$ cat config.mk
export PLATFORM = sky130hd
export DESIGN_NAME = sprite_mem_scheduler_flat
export DESIGN_NICKNAME = d
export VERILOG_FILES = /design/src/rtl/sprite_mem_scheduler_if.sv /design/src/rtl/sprite_mem_scheduler.sv /design/src/flat_wrapper.sv
export SDC_FILE = /design/constraint.sdc
export NUM_CORES = 1
export LEC_CHECK = 0
export ABC_CLOCK_PERIOD_IN_PS = 4550
export CAP_MARGIN = 5
export CORE_UTILIZATION = 40
export DETAILED_ROUTE_END_ITERATION = 7
export PLACE_DENSITY = 0.65
export SLEW_MARGIN = 20
export SYNTH_ARGS = -nofsm -noshare
export SYNTH_HDL_FRONTEND = slang
export SYNTH_SLANG_ARGS = --single-unit
$ cat constraint.sdc
create_clock -name vga_clk -period 4.55 [get_ports vga_clk]
set_input_delay 1.365 -clock vga_clk [delete_from_list [all_inputs] [get_ports vga_clk]]
set_output_delay 1.365 -clock vga_clk [all_outputs]
set_load 0.05 [all_outputs]
$ cat src/rtl/sprite_mem_scheduler_if.sv
// Signal bundle between the sprite memory scheduler and its neighbours:
// VGA timing/flags, loader write channel, sprite memory port and pixel return.
interface sprite_mem_scheduler_if #(
  parameter int unsigned AW         = 21,
  parameter int unsigned FIFO_DEPTH = 4
);
  localparam int unsigned LW = $clog2(FIFO_DEPTH) + 1;

  logic          vga_vs;
  logic [6:0]    flags_in;
  logic [6:0]    sprites_flags;
  logic [7:0]    sprites_en;
  logic [9:0]    x;
  logic [9:0]    y;
  logic          ld_valid;
  logic          ld_ready;
  logic [AW-1:0] ld_addr;
  logic [23:0]   ld_data;
  logic [AW-1:0] mem_addr;
  logic          mem_we;
  logic [23:0]   mem_wdata;
  logic [23:0]   mem_rdata;
  logic [23:0]   rgb;
  logic          rgb_valid;
  logic [LW-1:0] fifo_level;

  modport slave (
    input  vga_vs, flags_in, sprites_en, x, y, ld_valid, ld_addr, ld_data, mem_rdata,
    output sprites_flags, ld_ready, mem_addr, mem_we, mem_wdata, rgb, rgb_valid, fifo_level
  );

  modport master (
    output vga_vs, flags_in, sprites_en, x, y, ld_valid, ld_addr, ld_data, mem_rdata,
    input  sprites_flags, ld_ready, mem_addr, mem_we, mem_wdata, rgb, rgb_valid, fifo_level
  );
endinterface

$ cat src/rtl/sprite_mem_scheduler.sv
// Arbitrates the single-port sprite memory: display reads always win, buffered loader
// writes drain in idle cycles, and sprite flags are shadowed at each frame start.
module sprite_mem_scheduler #(
  parameter int unsigned AW         = 21,
  parameter int unsigned FIFO_DEPTH = 4,
  parameter int unsigned RD_LAT     = 1
) (
  input logic                   vga_clk,
  input logic                   reset_n,
  sprite_mem_scheduler_if.slave bus
);
  localparam int unsigned PW = $clog2(FIFO_DEPTH);
  localparam int unsigned LW = PW + 1;

  typedef enum logic {StBlank, StActive} state_e;

  state_e        state_q, state_d;
  logic          display;
  logic [2:0]    sprite_id;

  logic [AW-1:0] fifo_addr [FIFO_DEPTH];
  logic [23:0]   fifo_data [FIFO_DEPTH];
  logic [PW-1:0] wr_ptr_q, rd_ptr_q;
  logic [LW-1:0] level_q, level_d;
  logic          ready_q, push, pop;

  logic [AW-1:0] mem_addr_q;
  logic          mem_we_q;
  logic [23:0]   mem_wdata_q;

  logic [RD_LAT:0] rd_vld_q, rd_vld_d;
  logic [23:0]     rgb_q;
  logic            rgb_valid_q;

  logic       vs_q, vs_prev_q, vs_fall;
  logic [6:0] flags_q;
  logic       unused_xy;

  assign display   = |bus.sprites_en;
  assign unused_xy = ^{bus.x[9], bus.y[9]};

  // Descending scan so the lowest set enable bit is the last to assign.
  always_comb begin
    sprite_id = 3'd0;
    for (int i = 7; i >= 0; i--) begin
      if (bus.sprites_en[i]) sprite_id = 3'(i);
    end
  end

  assign push    = bus.ld_valid & ready_q;
  assign pop     = (level_q != '0) & ~display;
  assign level_d = level_q + LW'(push) - LW'(pop);

  always_ff @(posedge vga_clk) begin
    if (push) begin
      fifo_addr[wr_ptr_q] <= bus.ld_addr;
      fifo_data[wr_ptr_q] <= bus.ld_data;
    end
  end

  // ready_q resets low so the loader is held off until the first edge after release.
  always_ff @(posedge vga_clk or negedge reset_n) begin
    if (!reset_n) begin
      wr_ptr_q <= '0;
      rd_ptr_q <= '0;
      level_q  <= '0;
      ready_q  <= 1'b0;
    end else begin
      wr_ptr_q <= wr_ptr_q + PW'(push);
      rd_ptr_q <= rd_ptr_q + PW'(pop);
      level_q  <= level_d;
      ready_q  <= (level_d != LW'(FIFO_DEPTH));
    end
  end

  always_ff @(posedge vga_clk or negedge reset_n) begin
    if (!reset_n) begin
      mem_addr_q  <= '0;
      mem_we_q    <= 1'b0;
      mem_wdata_q <= '0;
    end else if (display) begin
      mem_addr_q <= AW'({sprite_id, bus.y[8:0], bus.x[8:0]});
      mem_we_q   <= 1'b0;
    end else if (pop) begin
      mem_addr_q  <= fifo_addr[rd_ptr_q];
      mem_wdata_q <= fifo_data[rd_ptr_q];
      mem_we_q    <= 1'b1;
    end else begin
      mem_we_q <= 1'b0;
    end
  end

  always_comb begin
    rd_vld_d    = '0;
    rd_vld_d[0] = display;
    for (int i = 1; i <= int'(RD_LAT); i++) begin
      rd_vld_d[i] = rd_vld_q[i-1];
    end
  end

  always_ff @(posedge vga_clk or negedge reset_n) begin
    if (!reset_n) begin
      rd_vld_q    <= '0;
      rgb_q       <= '0;
      rgb_valid_q <= 1'b0;
    end else begin
      rd_vld_q    <= rd_vld_d;
      rgb_valid_q <= rd_vld_q[RD_LAT];
      rgb_q       <= rd_vld_q[RD_LAT] ? bus.mem_rdata : 24'h0;
    end
  end

  assign vs_fall = vs_prev_q & ~vs_q;

  always_ff @(posedge vga_clk or negedge reset_n) begin
    if (!reset_n) begin
      vs_q      <= 1'b0;
      vs_prev_q <= 1'b0;
      flags_q   <= '0;
    end else begin
      vs_q      <= bus.vga_vs;
      vs_prev_q <= vs_q;
      if (vs_fall) flags_q <= bus.flags_in;
    end
  end

  always_comb begin
    state_d = state_q;
    case (state_q)
      StBlank:  if (display)  state_d = StActive;
      StActive: if (!display) state_d = StBlank;
      default:  state_d = StBlank;
    endcase
  end

  always_ff @(posedge vga_clk or negedge reset_n) begin
    if (!reset_n) state_q <= StBlank;
    else          state_q <= state_d;
  end

  assign bus.sprites_flags = flags_q;
  assign bus.ld_ready      = ready_q;
  assign bus.mem_addr      = mem_addr_q;
  assign bus.mem_we        = mem_we_q;
  assign bus.mem_wdata     = mem_wdata_q;
  assign bus.rgb           = rgb_q;
  assign bus.rgb_valid     = rgb_valid_q;
  assign bus.fifo_level    = level_q;
endmodule

$ cat src/flat_wrapper.sv
// flat-port wrapper written by rule: the top's interface ports become plain ports
module sprite_mem_scheduler_flat 
#(
  parameter int unsigned AW         = 21,
  parameter int unsigned FIFO_DEPTH = 4,
  parameter int unsigned RD_LAT     = 1
)
  (vga_clk, reset_n, bus_vga_vs, bus_flags_in, bus_sprites_en, bus_x, bus_y, bus_ld_valid, bus_ld_addr, bus_ld_data, bus_mem_rdata, bus_sprites_flags, bus_ld_ready, bus_mem_addr, bus_mem_we, bus_mem_wdata, bus_rgb, bus_rgb_valid, bus_fifo_level);
  sprite_mem_scheduler_if #(.AW(AW), .FIFO_DEPTH(FIFO_DEPTH)) bus_i ();
  input logic vga_clk;
  input logic reset_n;
  input wire logic [$bits(bus_i.vga_vs)-1:0] bus_vga_vs;
  input wire logic [$bits(bus_i.flags_in)-1:0] bus_flags_in;
  input wire logic [$bits(bus_i.sprites_en)-1:0] bus_sprites_en;
  input wire logic [$bits(bus_i.x)-1:0] bus_x;
  input wire logic [$bits(bus_i.y)-1:0] bus_y;
  input wire logic [$bits(bus_i.ld_valid)-1:0] bus_ld_valid;
  input wire logic [$bits(bus_i.ld_addr)-1:0] bus_ld_addr;
  input wire logic [$bits(bus_i.ld_data)-1:0] bus_ld_data;
  input wire logic [$bits(bus_i.mem_rdata)-1:0] bus_mem_rdata;
  output wire logic [$bits(bus_i.sprites_flags)-1:0] bus_sprites_flags;
  output wire logic [$bits(bus_i.ld_ready)-1:0] bus_ld_ready;
  output wire logic [$bits(bus_i.mem_addr)-1:0] bus_mem_addr;
  output wire logic [$bits(bus_i.mem_we)-1:0] bus_mem_we;
  output wire logic [$bits(bus_i.mem_wdata)-1:0] bus_mem_wdata;
  output wire logic [$bits(bus_i.rgb)-1:0] bus_rgb;
  output wire logic [$bits(bus_i.rgb_valid)-1:0] bus_rgb_valid;
  output wire logic [$bits(bus_i.fifo_level)-1:0] bus_fifo_level;
  assign bus_i.vga_vs = bus_vga_vs;
  assign bus_i.flags_in = bus_flags_in;
  assign bus_i.sprites_en = bus_sprites_en;
  assign bus_i.x = bus_x;
  assign bus_i.y = bus_y;
  assign bus_i.ld_valid = bus_ld_valid;
  assign bus_i.ld_addr = bus_ld_addr;
  assign bus_i.ld_data = bus_ld_data;
  assign bus_i.mem_rdata = bus_mem_rdata;
  assign bus_sprites_flags = bus_i.sprites_flags;
  assign bus_ld_ready = bus_i.ld_ready;
  assign bus_mem_addr = bus_i.mem_addr;
  assign bus_mem_we = bus_i.mem_we;
  assign bus_mem_wdata = bus_i.mem_wdata;
  assign bus_rgb = bus_i.rgb;
  assign bus_rgb_valid = bus_i.rgb_valid;
  assign bus_fifo_level = bus_i.fifo_level;
  sprite_mem_scheduler #(.AW(AW), .FIFO_DEPTH(FIFO_DEPTH), .RD_LAT(RD_LAT)) u_core (.vga_clk(vga_clk), .reset_n(reset_n), .bus(bus_i));
endmodule
==> impl_results.md, run 1 <==
- Status: finished clean
- Rows: 57
- WL final: a little over 20000 um
- Post-cts resize count: 0
- FMAX: 294 MHz
- Post-synth top flop: edfxtp_1
- Register area: 0.00766 mm^2
- Pwr Total: 6.81 mW
- R2r setup slk: roughly 2.4 ns
- # DRC: 0
- Adder-cell share of the synthesized area: 0.00454
- Synth Instances: 489
- Compound-Gate Fraction of Synth Area: 0.0139
- Combinational Power Share: 0.188
- PwrDens: 515 mW/mm^2
- P&R area growth vs syn: 33.5%
- Worst-case reg-to-reg path depth: 9
- Max-slew violations: 0
- Layout cells sized above 1: 0.179
- Antenna violations before repair: 1
- # diodes: 0
- VDD IR max: ~300 uV
- Worst endpoint required time: 4.96 ns
- Worst setup EP type: flop
- Syn Nets: 600
- Die width: 159 um
- Core box area: roughly 0.024 mm^2
- Xor-xnor portion of the synthesized cell area: 0.00442
- Nets: between 800 and 900
- Register bit total from synthesis: 270
- Hold Violations, Final: 0
- DR WL/cell: 19.4 um
- CP startpoint kind: primary input
- Clock power frac: 0.343
- Worst reg2reg endpoint: u_core.bus.ld_ready
- Vias/cell: 4.97
- IO Pins: 190
- Avg Inst Size Synth: roughly 20 um^2
- Initial Util: 0.408
- Pre-antenna DRT Iters: 4
- Switching share of power: 0.261
- CTS Buf Count: 29
- Seq/Total Area, Yosys: 0.773
- Number of enable flip-flop cells after synthesis: 180
- Antenna Nets Post-Route: 0
- Vias in the first global route: between 5000 and 6000
- Arrival @ worst endpoint: 3.81 ns
- Internal power: 5.03 mW
- Iteration-0 DRC Markers: 352
- Yosys warning count: 0
- First-pass GRT wire length: 32400 um
- Critical path type: primary input to flop
- Area of the multi-input gates: 0.00218 mm^2
- Final period util: 0.748
- Slew of the pin with the lowest slew margin: 0.769 ns
- Main combinational cell family by area after synthesis: multiplexers
- Setup Fix Bufs, Post-CTS: 0
- Detail Placement HPWL: 12700 um
- Commonest non-fill, non-tap cell in the layout: clkdlybuf4s50_1
- CTS Hold Bufs: 0
- Crit. Startpoint: bus_sprites_en[3]
- Setup violators final: 0
- Most frequent cells in the layout: clkdlybuf4s50_1 (186), edfxtp_1 (180), dfrtp_1 (88), mux4_2 (45), clkbuf_16 (30)
- Reg-to-reg critical path startpoint: u_core.bus.fifo_level[1]
- Part of the power in registers: 0.470
- Maximum level of the CTS H-tree: 1
- Max cap viols: 0
- Clock sinks: 270
- Clock Latency Late Sink: 0.54 ns
- Post-route cell area: 0.0132 mm^2
- Clk slew on worst S/H paths: about 0.050 ns
- Crit path max fanout: 4
- Pleak: between 4 and 5 nW
- Worst slew margin: 0.487
- Ys async rst share: 0.333
- Gpl congestion: 0.824
- Fin crit period: 3.40 ns
- Grt ovf: 0
- Setup tns final: 0 ns
- Mapped Area: 0.00991 mm^2
- Tightest Hold Check Type: flop to flop
- CTS tree: done
- Clk_skew: 0.0162 ns
- RSZ-0062 raised after global routing: no
- Post-DP Area: 0.0122 mm^2
- Die Y: 159 um
- Port Buffer Count: 187
- Largest net degree at the start of global routing: 78
- FILL cells: about 1900
- NetSw: 1.78 mW
- Via count: 5184
- Post-synth cell types: 34
- Critical Path Sink: u_core.bus.ld_ready
- Post-synthesis mux area share: 0.158
- Root buffer cell: clkbuf_16
- Simple-gate share of the synthesized area: 0.0351
- Clock buffer depth: 3
- Total track usage: 0.165
- Die Footprint: approximately 0.025 mm^2
-- state kept, by name, indices dropped and copies added (netlist names), 2 cells and up --
name                      flops
u_core.fifo_data             96
u_core.rd_ptr_q               2
u_core.bus.sprites_flags      7
u_core.bus.mem_wdata         24
u_core.wr_ptr_q               2
u_core.bus.mem_addr          21
u_core.bus.fifo_level         3
u_core.bus.rgb               24
u_core.rd_vld_q               2
u_core.fifo_addr             84
-- per-stage QoR --
step	instances	hold slack [ns]	setup WS [ns]	utilization
after floorplan	489	0.331	0.768	-
after global placement	990	0.332	0.666	0.503
after detailed placement	990	0.336	0.606	0.503
after CTS	1043	0.349	1.16	0.543
after global routing	1044	0.357	0.985	0.544
final	1044	0.347	1.15	0.544
-- cell families after synthesis --
kind of cell	Yosys count
flops	270
fa+ha+maj	3
buf+inv	25
mux	96
xor+xnor	5
compound gates	25
simple gates	65
-- critical path, stage by stage --
cell and delay [ns]:
clkdlybuf4s50_1 0.47, or4_4 0.60, nand2b_1 0.18, nand2_1 0.10, nand2_1 0.06, ha_1 0.22
fa_1 0.40, xor2_1 0.16, xnor2_1 0.18, nand2_1 0.07
-- area by class of cell --
type / instances / share of cell area
Tap cell: 324 / 0.0306
Timing Repair Buffer: 200 / 0.151
Multi-Input combinational cell: 194 / 0.165
Clock buffer: 43 / 0.0635
Inverter: 3 / 0.000851
Sequential cell: 270 / 0.579
Clock inverter: 10 / 0.00936
-- worst min-delay path by stage --
stage                                  start                  to  slack, ns  cells past startpoint
after detailed placement  u_core.rd_vld_q[0]  u_core.rd_vld_q[1]       0.34                      0
after global placement    u_core.rd_vld_q[0]  u_core.rd_vld_q[1]       0.33                      0
after CTS                 u_core.rd_vld_q[0]  u_core.rd_vld_q[1]       0.35                      0
after floorplan           u_core.rd_vld_q[0]  u_core.rd_vld_q[1]       0.33                      0
after global routing      u_core.rd_vld_q[0]  u_core.rd_vld_q[1]       0.36                      0
final                     u_core.rd_vld_q[0]  u_core.rd_vld_q[1]       0.35                      0
-- layer usage --
metal  part of all wire  vias up  GRT usage
met2               0.49      191      0.286
met1               0.42     2635      0.207
met4              0.027        2     0.0476
met3              0.060       39     0.0396
li1                   -     2317          -
met5            0.00064        -          0
-- synth_stat cells, types with 2 or more instances --
library cell | count | area share
nor3b_1 | 2 | 0.0015
a21oi_1 | 3 | 0.0015
mux2_2 | 21 | 0.024
nand2b_1 | 2 | 0.0013
inv_1 | 3 | 0.0011
o21ai_1 | 2 | 0.0010
nand2_1 | 24 | 0.0091
nor3_1 | 2 | 0.0010
buf_2 | 10 | 0.0050
clkbuf_1 | 9 | 0.0034
and2_1 | 24 | 0.015
edfxtp_1 | 180 | 0.55
dfrtp_1 | 90 | 0.23
mux4_2 | 45 | 0.10
mux2_1 | 10 | 0.011
xnor2_1 | 2 | 0.0018
o21ai_0 | 16 | 0.0081
ha_1 | 2 | 0.0025
nor2b_1 | 2 | 0.0013
xor2_1 | 3 | 0.0027
nor4_1 | 2 | 0.0013
mux2i_1 | 20 | 0.020
nor2_1 | 4 | 0.0015
-- power by group through the flow --
stage               sequential [mW]  combinational, mW  clock, mW
finish                         3.20               1.28       2.33
global route                   3.24               1.37       2.48
CTS                            3.24               1.26       2.39
detailed placement             3.29               1.26          0
global placement               3.26               1.23          0
floorplan                      3.45              0.557          0
Note: power is estimated with default switching activity, not from simulation.
==> run 2: changes to the inputs <==
- ABC_CLOCK_PERIOD_IN_PS: 4550 -> 2700
- clock period: 4.55 -> 2.7 ns (I/O delays scaled with it)
==> run 2 against run 1 <==
  * Total power up 69%
  * Wire length down 0.89%
  * Sequential power up 69%
  * First-iteration DRC count down 40%
  * Setup slack worse by 1.1 ns
  * Cell count up 0.96%
  * Via count up 0.15%
==> impl_results.md, run 2 (same netlist as run 1, synthesis figures left out) <==
- Worst slew margin: 0.542 (+0.0555)
- Antenna violations before repair: 1 (unchanged)
- Layout cells sized above 1: 0.201 (+0.0222)
- Hold Violations, Final: 0 (unchanged)
- Largest net degree at the start of global routing: 55 (-29%)
- R2r setup slk: 0.61 ns (-1.82 ns)
- Clk slew on worst S/H paths: 0.06 ns (about the same)
- FILL cells: 1904 (-0.63%)
- Setup Fix Bufs, Post-CTS: 0 (unchanged)
- Max-slew violations: 0 (unchanged)
- Part of the power in registers: 0.469 (about the same)
- Largest register by flop count: u_core.fifo_data
- Max cap viols: 0 (unchanged)
- DR WL/cell: 19.1 um (-1.8%)
- Clock buffer depth: 3 (unchanged)
- CTS Hold Bufs: 0 (unchanged)
- Vias in the first global route: 5717 (+0.47%)
- Port Buffer Count: 187 (unchanged)
- Root buffer cell: clkbuf_16
- Tightest Hold Check Type: primary input to async pin
- CP startpoint kind: primary input
- Setup violators final: 0 (unchanged)
- Internal power: 8.52 mW (+69%)
- Crit path max fanout: 4 (unchanged)
- Via count: 5192 (+0.15%)
- Core box area: 0.0243 mm^2 (unchanged)
- Switching share of power: 0.260 (-0.000971)
- Detail Placement HPWL: 12400 um (-2.4%)
- Iteration-0 DRC Markers: 211 (-40%)
- Worst reg2reg endpoint: u_core.bus.mem_addr[14]
- WL final: 20100 um (-0.89%)
- Total track usage: 0.163 (-0.00169)
- Worst-case reg-to-reg path depth: 4 (-5)
- Fin crit period: 2.64 ns
- Setup WS pre-CTS: -0.535 ns (-1.14 ns)
- Worst Setup Slack, final: 0.0627 ns (-1.08 ns)
- CTS Buf Count: 29 (unchanged)
- Pleak: 4.83 nW (+1.7%)
- NetSw: 3.00 mW (+69%)
- Combinational Power Share: 0.188 (about the same)
- Reg-to-reg critical path startpoint: u_core.rd_ptr_q[0]
- Clock Latency Late Sink: 0.53 ns (about the same)
- VDD IR max: 618 uV (+110%)
- Die Y: 159 um (unchanged)
- Clock power frac: 0.343 (about the same)
- Maximum level of the CTS H-tree: 1 (unchanged)
- Clk_skew: 0.00808 ns (-0.00811 ns)
- Gpl congestion: 0.867 (+5.2%)
- Clock sinks: 270 (unchanged)
- Commonest non-fill, non-tap cell in the layout: clkdlybuf4s50_1
- PwrDens: 861 mW/mm^2 (+67%)
- First-pass GRT wire length: 32100 um (-0.68%)
- # DRC: 0 (unchanged)
- Number of flip-flops in the largest register: 96 (unchanged)
- Die width: 159 um (unchanged)
- Critical path type: primary input to flop
- RSZ-0062 raised after global routing: no
- Pre-antenna DRT Iters: 6 (+2)
- Rows: 57 (unchanged)
- Post-cts resize count: 0 (unchanged)
- # diodes: 0 (unchanged)
- Vias/cell: 4.93 (-0.80%)
- Nets: 819 (+1.2%)
- Worst endpoint required time: 3.12 ns (-1.84 ns)
- Most frequent cells in the layout: clkdlybuf4s50_1 (185), edfxtp_1 (180), dfrtp_1 (88), mux4_2 (45), clkbuf_16 (29)
- Status: finished clean
- Arrival @ worst endpoint: 3.05 ns (-0.76 ns)
- CTS tree: done
- Grt ovf: 0 (unchanged)
- Antenna Nets Post-Route: 0 (unchanged)
- Registers with the most flip-flops: u_core.fifo_data: 96 flops, u_core.fifo_addr: 84 flops
- Worst setup EP type: flop
- FMAX: 379 MHz
- Die Footprint: 0.0254 mm^2 (unchanged)
- Critical Path Sink: u_core.bus.ld_ready
- Crit. Startpoint: bus_sprites_en[3]
- Hold WS: 0.156 ns (-0.191 ns)
- P&R area growth vs syn: 34.9%
- Slew of the pin with the lowest slew margin: 0.686 ns (-0.0832 ns)
- Final period util: 0.977
- Initial Util: 0.408 (unchanged)
- IO Pins: 190 (unchanged)
## run 2: cell count changes in the layout (fill, tap and decap cells not counted), moves of 3 or more
| cell | before | now |
|---|---|---|
| buf_12 | 1 | 6 |
| buf_4 | 11 | 18 |
| clkbuf_1 | 9 | 5 |
| clkbuf_8 | 4 | 7 |
## run 2: cell type report
class / count / area [um^2] / area share
Clock buffer: 41 / 841 / 0.0629
Tap cell: 324 / 405 / 0.0303
Inverter: 3 / 11.3 / 0.000842
Clock inverter: 12 / 134 / 0.0100
Multi-Input combinational cell: 194 / 2200 / 0.165
Sequential cell: 270 / 7660 / 0.573
Timing Repair Buffer: 210 / 2120 / 0.158
## run 2: critical path, cell delays in order
cell             delay [ns]
clkdlybuf4s50_1        0.48
or4_4                  0.55
nand2b_4               0.17
nand2_1                0.06
nand2_1                0.05
ha_2                   0.19
fa_2                   0.33
xor2_1                 0.15
xnor2_1                0.19
nand2_1                0.07
## run 2: how the worst min path moves through the flow
| stage | to | cells after the start | slack [ns] | from |
|---|---|---|---|---|
| after floorplan | u_core.rd_vld_q[1] | 0 | 0.33 | u_core.rd_vld_q[0] |
| after global placement | u_core.rd_vld_q[1] | 0 | 0.33 | u_core.rd_vld_q[0] |
| after detailed placement | u_core.rd_vld_q[1] | 0 | 0.34 | u_core.rd_vld_q[0] |
| after CTS | u_core.bus.mem_addr[7] | 1 | 0.15 | reset_n |
| after global routing | u_core.bus.mem_addr[7] | 1 | 0.16 | reset_n |
| final | u_core.bus.mem_addr[7] | 1 | 0.16 | reset_n |
## run 2: power by group through the flow
stage / combinational, mW / sequential, mW / clock [mW]
3_5_place_dp: 2.21 / 5.50 / 0
4_1_cts: 2.21 / 5.42 / 4.06
5_1_grt: 2.31 / 5.47 / 4.22
2_1_floorplan: 0.958 / 5.82 / 0
3_3_place_gp: 2.17 / 5.45 / 0
6_report: 2.16 / 5.40 / 3.95
## run 2: through the flow
step / instances / TNS (ns) / utilization / total power, mW / area, um^2
after global placement: 1001 / -9.74 / 0.510 / 7.62 / 12400
after floorplan: 489 / -0.135 / - / 6.78 / 9970
after global routing: 1054 / 0 / 0.550 / 12.0 / 13400
final: 1054 / 0 / 0.550 / 11.5 / 13400
after CTS: 1054 / 0 / 0.550 / 11.7 / 13400
after detailed placement: 1001 / -10.77 / 0.510 / 7.70 / 12400
## run 2: routing by layer
metal,vias to the layer above,share of wire,global-route usage
met2,195,0.50,0.280
met4,2,0.014,0.0380
met5,-,0.00060,0
li1,2343,-,-
met3,27,0.079,0.0471
met1,2625,0.41,0.206
==> run 3: changes to the inputs <==
--- a/config.mk
+++ b/config.mk
@@ -12,2 +12,3 @@
 export PLACE_DENSITY = 0.65
+export RECOVER_POWER = 100
 export SLEW_MARGIN = 20
--- a/constraint.sdc
+++ b/constraint.sdc
@@ -3,2 +3,2 @@
 set_output_delay 0.81 -clock vga_clk [all_outputs]
-set_load 0.05 [all_outputs]
+set_load 0.01 [all_outputs]
==> run 3 against run 2 <==
  * Critical path depth is 1 lower
  * Sequential share of layout area is 0.35 points higher
  * Non-clock buffer count is 5 higher
  * Global-route usage is 0.51 points higher
  * Maximum frequency is 0.19% lower
  * Die area stayed put
  * Design area is 0.64% lower
  * Wire length is 3.3% higher
  * Flip-flop and latch count stayed put
  * Total power is 3.8% lower
  * Clock power is 2% higher
  * Worst hold slack better by 0.20 ns
==> impl_results.md, run 3 (same netlist as run 1, synthesis figures left out) <==
- Largest net degree at the start of global routing: 43 (-22%)
- Gpl congestion: 0.855 (-1.4%)
- WL final: 20800 um (+3.3%)
- Cell family with most CP delay: simple AND/OR/NAND/NOR gates
- DR WL/cell: 19.6 um (+2.6%)
- Die Footprint: 0.0254 mm^2 (unchanged)
- Register area: 0.00766 mm^2 (about the same)
- Vias in the first global route: 5699 (-0.31%)
- Pleak: 4.93 nW (+1.9%)
- Pwr Total: 11.1 mW (-3.8%)
- Worst slew margin: 0.205 (-0.338)
- Layout cells sized above 1: 0.199 (-0.00246)
- Status: finished clean
- Clk_skew: 0.0145 ns (+0.00641 ns)
- IO Pins: 190 (unchanged)
- Max cap viols: 0 (unchanged)
- Via count: 5259 (+1.3%)
- Antenna violations before repair: 6 (+5)
- Hold Violations, Final: 0 (unchanged)
- Hold WS: 0.355 ns (+0.199 ns)
- Total track usage: 0.168 (+0.00505)
- Core box area: 0.0243 mm^2 (unchanged)
- Gr busiest metal: met2
- Setup violators final: 0 (unchanged)
- Crit path max fanout: 4 (unchanged)
- Slew of the pin with the lowest slew margin: 1.19 ns (+0.507 ns)
- Die width: 159 um (unchanged)
- CTS Buf Count: 28 (-3.4%)
- Final period util: 0.979 (+0.00186)
- Pre-antenna DRT Iters: 4 (-2)
- Registers with the most flip-flops: u_core.fifo_data: 96 flops, u_core.fifo_addr: 84 flops
- Critical path type: primary input to flop
- Worst setup EP type: flop
- Die Y: 159 um (unchanged)
- CP max stage cell: or4_4
- Maximum level of the CTS H-tree: 1 (unchanged)
- Fin crit period: 2.64 ns (+0.00502 ns)
- Met2 Use GR: 0.281 (+0.00199)
- Nets: 823 (+0.49%)
- Detail Placement HPWL: 13300 um (+6.9%)
- Number of flip-flops in the largest register: 96 (unchanged)
- Max-slew violations: 0 (unchanged)
- Iteration-0 DRC Markers: 295 (+40%)
- Antenna Nets Post-Route: 0 (unchanged)
- Root buffer cell: clkbuf_16
- Clock Latency Late Sink: 0.53 ns (about the same)
- Largest register by flop count: u_core.fifo_data
- Commonest non-fill, non-tap cell in the layout: edfxtp_1
- CP startpoint kind: primary input
- Area of the multi-input gates: 0.00217 mm^2 (-1.5%)
- CTS tree: done
- CP peak stage delay: 0.54 ns (about the same)
- Met1 Resource Use GR: 0.222 (+0.0159)
- FMAX: 378 MHz (-0.19%)
- First-pass GRT wire length: 32900 um (+2.5%)
- # DRC: 0 (unchanged)
- Worst endpoint required time: 3.10 ns (-0.02 ns)
- Grt ovf: 0 (unchanged)
- GR Util met3: 0.0404 (-0.00677)
- Clock buffer depth: 3 (unchanged)
- Tightest Hold Check Type: flop to flop
- FILL cells: 1920 (+0.84%)
- Rows: 57 (unchanged)
- PwrDens: 834 mW/mm^2 (-3.2%)
- Clk slew on worst S/H paths: 0.06 ns (about the same)
- Port Buffer Count: 187 (unchanged)
- Critical-path cell list: clkdlybuf4s50_1, or4_4, nor3b_4, nand2b_1, buf_4, fa_2, xor2_1, xnor2_1, nand2_1
- Vias/cell: 4.95 (+0.53%)
- Initial Util: 0.408 (unchanged)
- Arrival @ worst endpoint: 3.04 ns (about the same)
- VDD IR max: 660 uV (+6.8%)
- P&R area growth vs syn: 34.1%
- Most frequent cells in the layout: edfxtp_1 (180), dlygate4sd3_1 (129), dfrtp_1 (88), clkdlybuf4s50_1 (55), mux4_2 (45)
- Clock sinks: 270 (unchanged)
- Buf+Inv Stages, Crit Path: 2 (+1)
[run 3: changes by cell type in the layout (fill, tap and decap cells not counted), moves of 4 or more]
cell and change:
and2_1 -17, diode_2 +4, clkbuf_8 -4, and2_0 +17, clkinv_2 +4, dlygate4sd3_1 +129
buf_4 -6, clkbuf_2 +13, buf_12 -5, clkbuf_1 +4, clkdlybuf4s50_1 -130
[run 3: worst paths after layout]
kind,slack [ns],start,cells after the start,to
max reg2reg,0.28,u_core.rd_ptr_q[0],3,u_core.bus.mem_wdata[16]
min reg2reg,0.36,u_core.rd_vld_q[0],0,u_core.rd_vld_q[1]
min,0.36,u_core.rd_vld_q[0],0,u_core.rd_vld_q[1]
max,0.06,bus_sprites_en[0],9,u_core.bus.ld_ready
max in group asynchronous,0.78,reset_n,2,u_core.bus.rgb[4]
min in group asynchronous,0.53,reset_n,1,u_core.bus.rgb[14]
[run 3: cell type report]
class | count | area share
flip-flops and latches | 270 | 0.576
clock buffers | 38 | 0.0594
repair buffers | 215 | 0.154
multi-input cells | 194 | 0.163
clock inverters | 14 | 0.0145
diodes | 4 | 0.000753
well taps | 324 | 0.0305
inverters | 3 | 0.000847
[run 3: per-stage QoR]
step           setup TNS [ns]  area [um^2]   util  std cells  worst slack (ns)
2_1_floorplan          -63.44         9960      -        489            -0.501
3_3_place_gp            -8.78        12500  0.513       1005            -0.448
3_5_place_dp            -9.47        12500  0.513       1005            -0.491
4_1_cts                     0        13500  0.553       1057            0.0657
5_1_grt              -0.00752        13300  0.546       1060          -0.00752
6_report                    0        13300  0.546       1062            0.0577
[run 3: what timing repair did]
item	CTS	global route
hold buffers	0	0
gates resized for setup	0	2
setup buffers	0	1
setup endpoints to repair	0	1
hold endpoints to repair	0	0
[run 3: layer usage]
| layer | vias to the layer above | wire length, um |
|---|---|---|
| met5 | - | 22 |
| met4 | 4 | 475 |
| met3 | 46 | 1280 |
| met2 | 198 | 10100 |
| met1 | 2658 | 8890 |
| li1 | 2353 | - |
[run 3: power breakdown]
group          switching (mW)  internal, mW
clock                    1.51          2.52
sequential              0.253          5.14
combinational           0.842         0.820
total                    2.60          8.48
